## config.mk

```make
export PLATFORM = sky130hd
export DESIGN_NAME = pc_gen
export DESIGN_NICKNAME = d
export VERILOG_FILES = /design/src/rtl/pc_pkg.sv /design/src/rtl/pc_hist_buf.sv /design/src/rtl/pc_gen.sv
export SDC_FILE = /design/constraint.sdc
export NUM_CORES = 1
export LEC_CHECK = 0
export CORE_MARGIN = 1
export CORE_UTILIZATION = 45
export CTS_BUF_LIST = sky130_fd_sc_hd__clkbuf_8
export CTS_CLUSTER_DIAMETER = 30
export CTS_CLUSTER_SIZE = 14
export DETAILED_ROUTE_END_ITERATION = 10
export PLACE_DENSITY = 0.88
export SYNTH_ARGS = -nofsm -noshare
export SYNTH_HDL_FRONTEND = slang
export SYNTH_SLANG_ARGS = --single-unit
```

## constraint.sdc

```tcl
create_clock -name clk -period 4.6 [get_ports clk]
set_input_delay 0.69 -clock clk [delete_from_list [all_inputs] [get_ports clk]]
set_output_delay 0.69 -clock clk [all_outputs]
set_load 0.02 [all_outputs]
```

## src/rtl/pc_pkg.sv

```systemverilog
// Shared types and constants for the fetch program-counter generator.
// Latency: n/a (declarations only).
// Backpressure: n/a.
package pc_pkg;

    // Fetch FSM states.
    typedef enum logic [1:0] {
        BOOT = 2'd0,
        RUN  = 2'd1,
        HALT = 2'd2
    } pc_state_e;

    // Source selected for the next PC.
    typedef enum logic [1:0] {
        SRC_SEQ    = 2'd0,
        SRC_BRANCH = 2'd1,
        SRC_JALR   = 2'd2,
        SRC_TRAP   = 2'd3
    } redir_src_e;

    localparam int INSTR_BYTES = 4;
    localparam int REDIR_CNT_W = 16;

endpackage

```

## src/rtl/pc_hist_buf.sv

```systemverilog
// Circular history of redirect source PCs; newest entry is read at index 0.
// Latency: push lands at the next edge, read is combinational.
// Backpressure: none, the oldest entry is overwritten when the buffer is full.
//
// Ports: clk/rst_n (async active-low, clears all entries), push_i/push_pc_i
// write one entry, rd_idx_i selects how far back from the newest, rd_data_o
// returns that entry (zero if never written since reset).
module pc_hist_buf #(
    parameter int XLEN  = 32,
    parameter int DEPTH = 8
) (
    input  logic                     clk,
    input  logic                     rst_n,
    input  logic                     push_i,
    input  logic [XLEN-1:0]          push_pc_i,
    input  logic [$clog2(DEPTH)-1:0] rd_idx_i,
    output logic [XLEN-1:0]          rd_data_o
);

    localparam int AW = $clog2(DEPTH);

    logic [XLEN-1:0] mem_q [DEPTH];
    logic [AW-1:0]   wptr_q;
    logic [AW-1:0]   rd_ptr;

    always_ff @(posedge clk or negedge rst_n) begin
        if (!rst_n) begin
            wptr_q <= '0;
            for (int i = 0; i < DEPTH; i++) begin
                mem_q[i] <= '0;
            end
        end else if (push_i) begin
            mem_q[wptr_q] <= push_pc_i;
            wptr_q        <= wptr_q + 1'b1;
        end
    end

    // wptr_q points at the next free slot, so the newest entry sits one
    // behind it; DEPTH is a power of two so the subtraction wraps for free.
    assign rd_ptr    = wptr_q - rd_idx_i - AW'(1);
    assign rd_data_o = mem_q[rd_ptr];

endmodule

```

## src/rtl/pc_gen.sv

```systemverilog
// Fetch PC generator: sequential advance, branch/JALR/trap redirect, halt, misalign detect.
// Latency: selected target appears on PC one edge after the request.
// Backpressure: PC holds while stall=1 or fetch_ready=0 (trap still redirects).
//
// Ports: clk/rst_n (async active-low); stall, fetch_ready gate the step;
// fetch_valid/PC form the fetch request; branch_*/jalr_*/trap_* request
// redirects; halt_req parks the FSM; misalign/misalign_addr report a
// rejected target; redir_cnt counts applied redirects (saturating);
// hist_idx/hist_data read the redirect history when PC_HIST_EN is defined,
// otherwise hist_data is zero and no history storage exists.
module pc_gen
    import pc_pkg::*;
#(
    parameter int              XLEN         = 32,
    parameter logic [XLEN-1:0] RESET_VECTOR = 'hBFC00000,
    parameter logic [XLEN-1:0] IMEM_BASE    = 'hBFC00000,
    parameter int              HIST_DEPTH   = 8
) (
    input  logic                          clk,
    input  logic                          rst_n,
    input  logic                          stall,
    input  logic                          fetch_ready,
    output logic                          fetch_valid,
    output logic [XLEN-1:0]               PC,
    input  logic                          branch_en,
    input  logic [XLEN-1:0]               branch_imm,
    input  logic                          jalr_en,
    input  logic [XLEN-1:0]               jalr_target,
    input  logic                          trap_en,
    input  logic [XLEN-1:0]               trap_vector,
    input  logic                          halt_req,
    output logic                          misalign,
    output logic [XLEN-1:0]               misalign_addr,
    output logic [REDIR_CNT_W-1:0]        redir_cnt,
    input  logic [$clog2(HIST_DEPTH)-1:0] hist_idx,
    output logic [XLEN-1:0]               hist_data
);

    pc_state_e               state_q, state_d;
    logic [XLEN-1:0]         pc_q, pc_d;
    logic                    mis_q, mis_d;
    logic [XLEN-1:0]         mis_addr_q, mis_addr_d;
    logic [REDIR_CNT_W-1:0]  cnt_q, cnt_d;

    redir_src_e              src;
    logic                    take;
    logic                    step;
    logic                    bad_tgt;
    logic                    redir;
    logic [XLEN-1:0]         jalr_sum;
    logic [XLEN-1:0]         tgt;

    assign step     = (state_q == RUN) && !stall && fetch_ready;
    assign jalr_sum = jalr_target + IMEM_BASE;

    // Source select: trap beats everything outside BOOT, then the step gates
    // JALR > branch > sequential.
    always_comb begin
        src  = SRC_SEQ;
        take = 1'b0;
        if (state_q != BOOT && trap_en) begin
            src  = SRC_TRAP;
            take = 1'b1;
        end else if (step) begin
            take = 1'b1;
            if (jalr_en) begin
                src = SRC_JALR;
            end else if (branch_en) begin
                src = SRC_BRANCH;
            end
        end
    end

    always_comb begin
        case (src)
            SRC_TRAP:   tgt = trap_vector;
            SRC_JALR:   tgt = {jalr_sum[XLEN-1:1], 1'b0};
            SRC_BRANCH: tgt = pc_q + branch_imm;
            default:    tgt = pc_q + XLEN'(INSTR_BYTES);
        endcase
    end

    // Only computed targets are alignment-checked; the trap vector is trusted.
    assign bad_tgt = take && (src == SRC_JALR || src == SRC_BRANCH) && (tgt[1:0] != 2'b00);
    assign redir   = take && (src != SRC_SEQ) && !bad_tgt;

    always_comb begin
        pc_d       = (take && !bad_tgt) ? tgt : pc_q;
        mis_d      = bad_tgt;
        mis_addr_d = bad_tgt ? tgt : mis_addr_q;
        cnt_d      = (redir && cnt_q != '1) ? cnt_q + 1'b1 : cnt_q;
    end

    // FSM next state and outputs.
    always_comb begin
        state_d     = state_q;
        fetch_valid = 1'b0;
        case (state_q)
            BOOT: state_d = RUN;
            RUN: begin
                fetch_valid = 1'b1;
                if (trap_en) begin
                    state_d = RUN;
                end else if (halt_req) begin
                    state_d = HALT;
                end
            end
            HALT: begin
                if (trap_en) begin
                    state_d = RUN;
                end
            end
            default: state_d = BOOT;
        endcase
    end

    always_ff @(posedge clk or negedge rst_n) begin
        if (!rst_n) begin
            state_q    <= BOOT;
            pc_q       <= RESET_VECTOR;
            mis_q      <= 1'b0;
            mis_addr_q <= '0;
            cnt_q      <= '0;
        end else begin
            state_q    <= state_d;
            pc_q       <= pc_d;
            mis_q      <= mis_d;
            mis_addr_q <= mis_addr_d;
            cnt_q      <= cnt_d;
        end
    end

    assign PC            = pc_q;
    assign misalign      = mis_q;
    assign misalign_addr = mis_addr_q;
    assign redir_cnt     = cnt_q;

`ifdef PC_HIST_EN
    pc_hist_buf #(
        .XLEN  (XLEN),
        .DEPTH (HIST_DEPTH)
    ) u_hist (
        .clk       (clk),
        .rst_n     (rst_n),
        .push_i    (redir),
        .push_pc_i (pc_q),
        .rd_idx_i  (hist_idx),
        .rd_data_o (hist_data)
    );
`else
    logic unused_hist_idx;
    assign unused_hist_idx = ^hist_idx;
    assign hist_data       = '0;
`endif

endmodule
```

==> out/metrics.csv <==
metric,value,unit
timing.final.setup_violations,0,
clockRootBuffer,clkbuf_8,
fp.coreArea,0.01475,sq mm
r2r_slack,1140,ps
die_area,0.01586,sq mm
drc,0,
ys.warnings.count,0,
pwr_density_cell,612.9,mW/mm^2
globalRouteOverflowTotal,0,
cts.repair.resized,0,
actual_transition_at_the_worst_max_transition_pin,575.7,ps
ant_nets,0,
status,"finished, final reports clean",
drt_pass1_iterations,7,
worst-setup-path-type,in -> reg,
via_per_inst,5.914,
tritoncts,built,
antenna_violations_before_repair,0,
r2r-start,state_q[1]$_DFFE_PN0P_,
clk-insertion-delay-late,360,ps
postSynth.topFlopCell,dfrtp_1,
synth_edf_count,0,
die_w,125.9,microns
synth-seq-cells,83,
post_layout_minimum_cycle_time,3741,ps
start_util,0.4684,
slew_violations,0,
cts.hold.buffers_added,0,
clock_buffers_created_by_tritoncts,9,
global_route.usage.total,0.2696,
sequential_cell_area_fraction_in_the_yosys_report,0.3022,
rows,44,
critical_path.reg2reg.endpoint,redir_cnt[13]$_DFFE_PN0P_,
post-synth-top-area-fraction,0.2680,
total_of_max_cap_violations,0,
ir_drop,0.0003716,V
post-route-period-util,0.8134,
num-nets-final,1133,
routed.top_layer,met4,
routabilityCongestion,0.9276,
detailroute.wirelength.met3,1894,microns
route.met2.wl,10520,microns
dp_worst_setup_slack,494.0,ps
deepest_level_of_the_cts_h_tree,3,
area_growth_syn_to_layout,30.69,%
synth_area_per_cell,8.366,sq um
vias,6955,
cp_data_required_time,4850,ps
routed_length_on_met1,8730,microns
reg2regPathDepth,13,
relSlewSlack,0.6162,
cellLeakagePower,3.888,nW
synthTopCellsByCount,"nand2_1 (103), dfrtp_1 (74), a21oi_1 (69), o21ai_0 (56), nor2_1 (45)",
largest_fanout_of_any_net_on_the_critical_path,7,
number_of_design_rule_violations_left_by_the_first_detailed_router_iteration,566,
timing.setup.tns,0,ps
worstSetupStartpointType,primary input,
synth_top_cell_by_area,dfrtp_1,
port_buffers,184,
synth.most_common_cell,nand2_1,
post_route_cells_drive_above_1_share,0.06956,
vias_in_the_first_global_route,6736,
hold_path_class,in -> async,
worstSetupEndpointType,register,
dp_hpwl,16480,microns
num_antenna_cells,0,
yosys-top-cells-area,"dfrtp_1 (27%), ha_1 (6.9%), nand2_1 (5.6%)",
floorplan.io_pins,221,
chipHeight,125.9,microns
routedWlPerCell,18.30,microns
finalHoldViolCount,0,
worst_setup_hold_path_clk_slew,90,ps
cts_buffer_depth,2,
grt_max_degree,58,
achievable-frequency,267.3,MHz
first_pass_grt_wire_length,34070,microns
synth.distinct_cells,74,
timing.critical_path.arrival,4000,ps
ys_async_sr_fraction,1.000,
cts.sink_count,83,
post-route-worst-setup-slack,858.5,ps
routed_wl,21530,microns
cell_count_after_synthesis,826,
grt_setup_unrepaired,false,
post-cts-setup-buffer-count,0,
finClkSkew,8.356,ps
synth.cell_area,0.006910,sq mm
==> logic make-up (layout without fill, tap and decap cells) <==
| group | after synthesis | in the layout | synth area share |
|---|---|---|---|
| other | 1 | 32 | 0.0005427 |
| DFF | 83 | 83 | 0.3022 |
| AOI/OAI and AO/OA | 253 | 253 | 0.2403 |
| xor gates and xnor gates | 69 | 69 | 0.08854 |
| buffers and inverters | 92 | 227 | 0.07170 |
| adders and majority gates | 39 | 39 | 0.07170 |
| muxes | 20 | 20 | 0.03132 |
| and+or+nand+nor | 269 | 269 | 0.1937 |
==> critical path: stages <==
cell	delay, ps
clkdlybuf4s50_1	450
nor3b_1	300
and3b_1	220
o22a_1	180
inv_1	70
ha_1	210
a222oi_1	510
nand2_1	100
o311ai_1	140
and2b_1	200
and3_1	300
and4_4	350
nand4_4	120
xnor2_2	140
==> placed cells by master (no fill, tap or decap), drive strengths merged, types with 4 or more instances in the layout <==
cell type,instances
o21ai,60
xor2,30
xnor2,39
a21oi,69
a222oi,6
buf,14
o31ai,9
conb,32
a21o,17
a211oi,6
o211ai,5
and3,17
nand2b,5
clkbuf,9
o21bai,7
mux2i,7
a31oi,11
and2,5
a221o,10
nand2,103
a221oi,15
a21boi,4
nand4,17
dfrtp,74
o22ai,5
inv,15
ha,38
nor2b,6
and4,11
clkdlybuf4s50,183
nor2,45
bufinv,4
mux2,13
nand3,35
dfstp,9
nor3,10
==> where the power goes <==
| group | total, mW | leakage [nW] | internal [mW] | switching [mW] |
|---|---|---|---|---|
| Combinational | 3.38 | 2.72 | 1.50 | 1.87 |
| Sequential | 1.46 | 1.03 | 1.05 | 0.418 |
| Clock | 0.696 | 0.135 | 0.416 | 0.280 |
==> through the flow <==
stage               hold slack (ps)    util  cell area [sq um]  total power, mW  std cells
floorplan                     394.4       -               7027            3.531        857
global placement              462.3  0.5941               8766            4.725       1160
detailed placement            472.2  0.5941               8766            4.796       1160
CTS                           310.4  0.6121               9031            5.509       1176
global route                  319.4  0.6121               9031            5.902       1176
finish                        308.4  0.6121               9031            5.535       1176
==> registers in the layout (all words and copies together) (netlist names) <==
| signal | cells |
|---|---|
| misalign_addr | 32 |
| PC | 32 |
| redir_cnt | 16 |
| state_q | 2 |
| misalign | 1 |
==> layer usage <==
layer / vias to the layer above / track usage
met4: 0 / 0.06945
met3: 28 / 0.05438
li1: 3290 / -
met5: - / 0
met1: 3303 / 0.3383
met2: 334 / 0.4716
==> cell type report <==
| cell class | instances | area, sq um |
|---|---|---|
| Clock buffer | 9 | 123.9 |
| Clock inverter | 7 | 141.4 |
| Fill cell | 1278 | 5723 |
| Inverter | 14 | 52.55 |
| Multi-Input combinational cell | 682 | 4446 |
| Sequential cell | 83 | 2088 |
| Tap cell | 184 | 230.2 |
| Timing Repair Buffer | 197 | 1949 |
==> how the worst max path moves through the flow <==
stage                      from                   endpoint  slack (ps)  cells past startpoint
finish              fetch_ready  redir_cnt[13]$_DFFE_PN0P_         860                     14
global route        fetch_ready         PC[31]$_DFFE_PN1P_         570                     14
CTS                 fetch_ready  redir_cnt[13]$_DFFE_PN0P_         890                     14
detailed placement  fetch_ready  redir_cnt[13]$_DFFE_PN0P_         490                     14
global placement    fetch_ready  redir_cnt[13]$_DFFE_PN0P_         580                     14
floorplan                 stall  redir_cnt[13]$_DFFE_PN0P_        1150                     16
No activity file was read; power rests on OpenSTA's default activity.
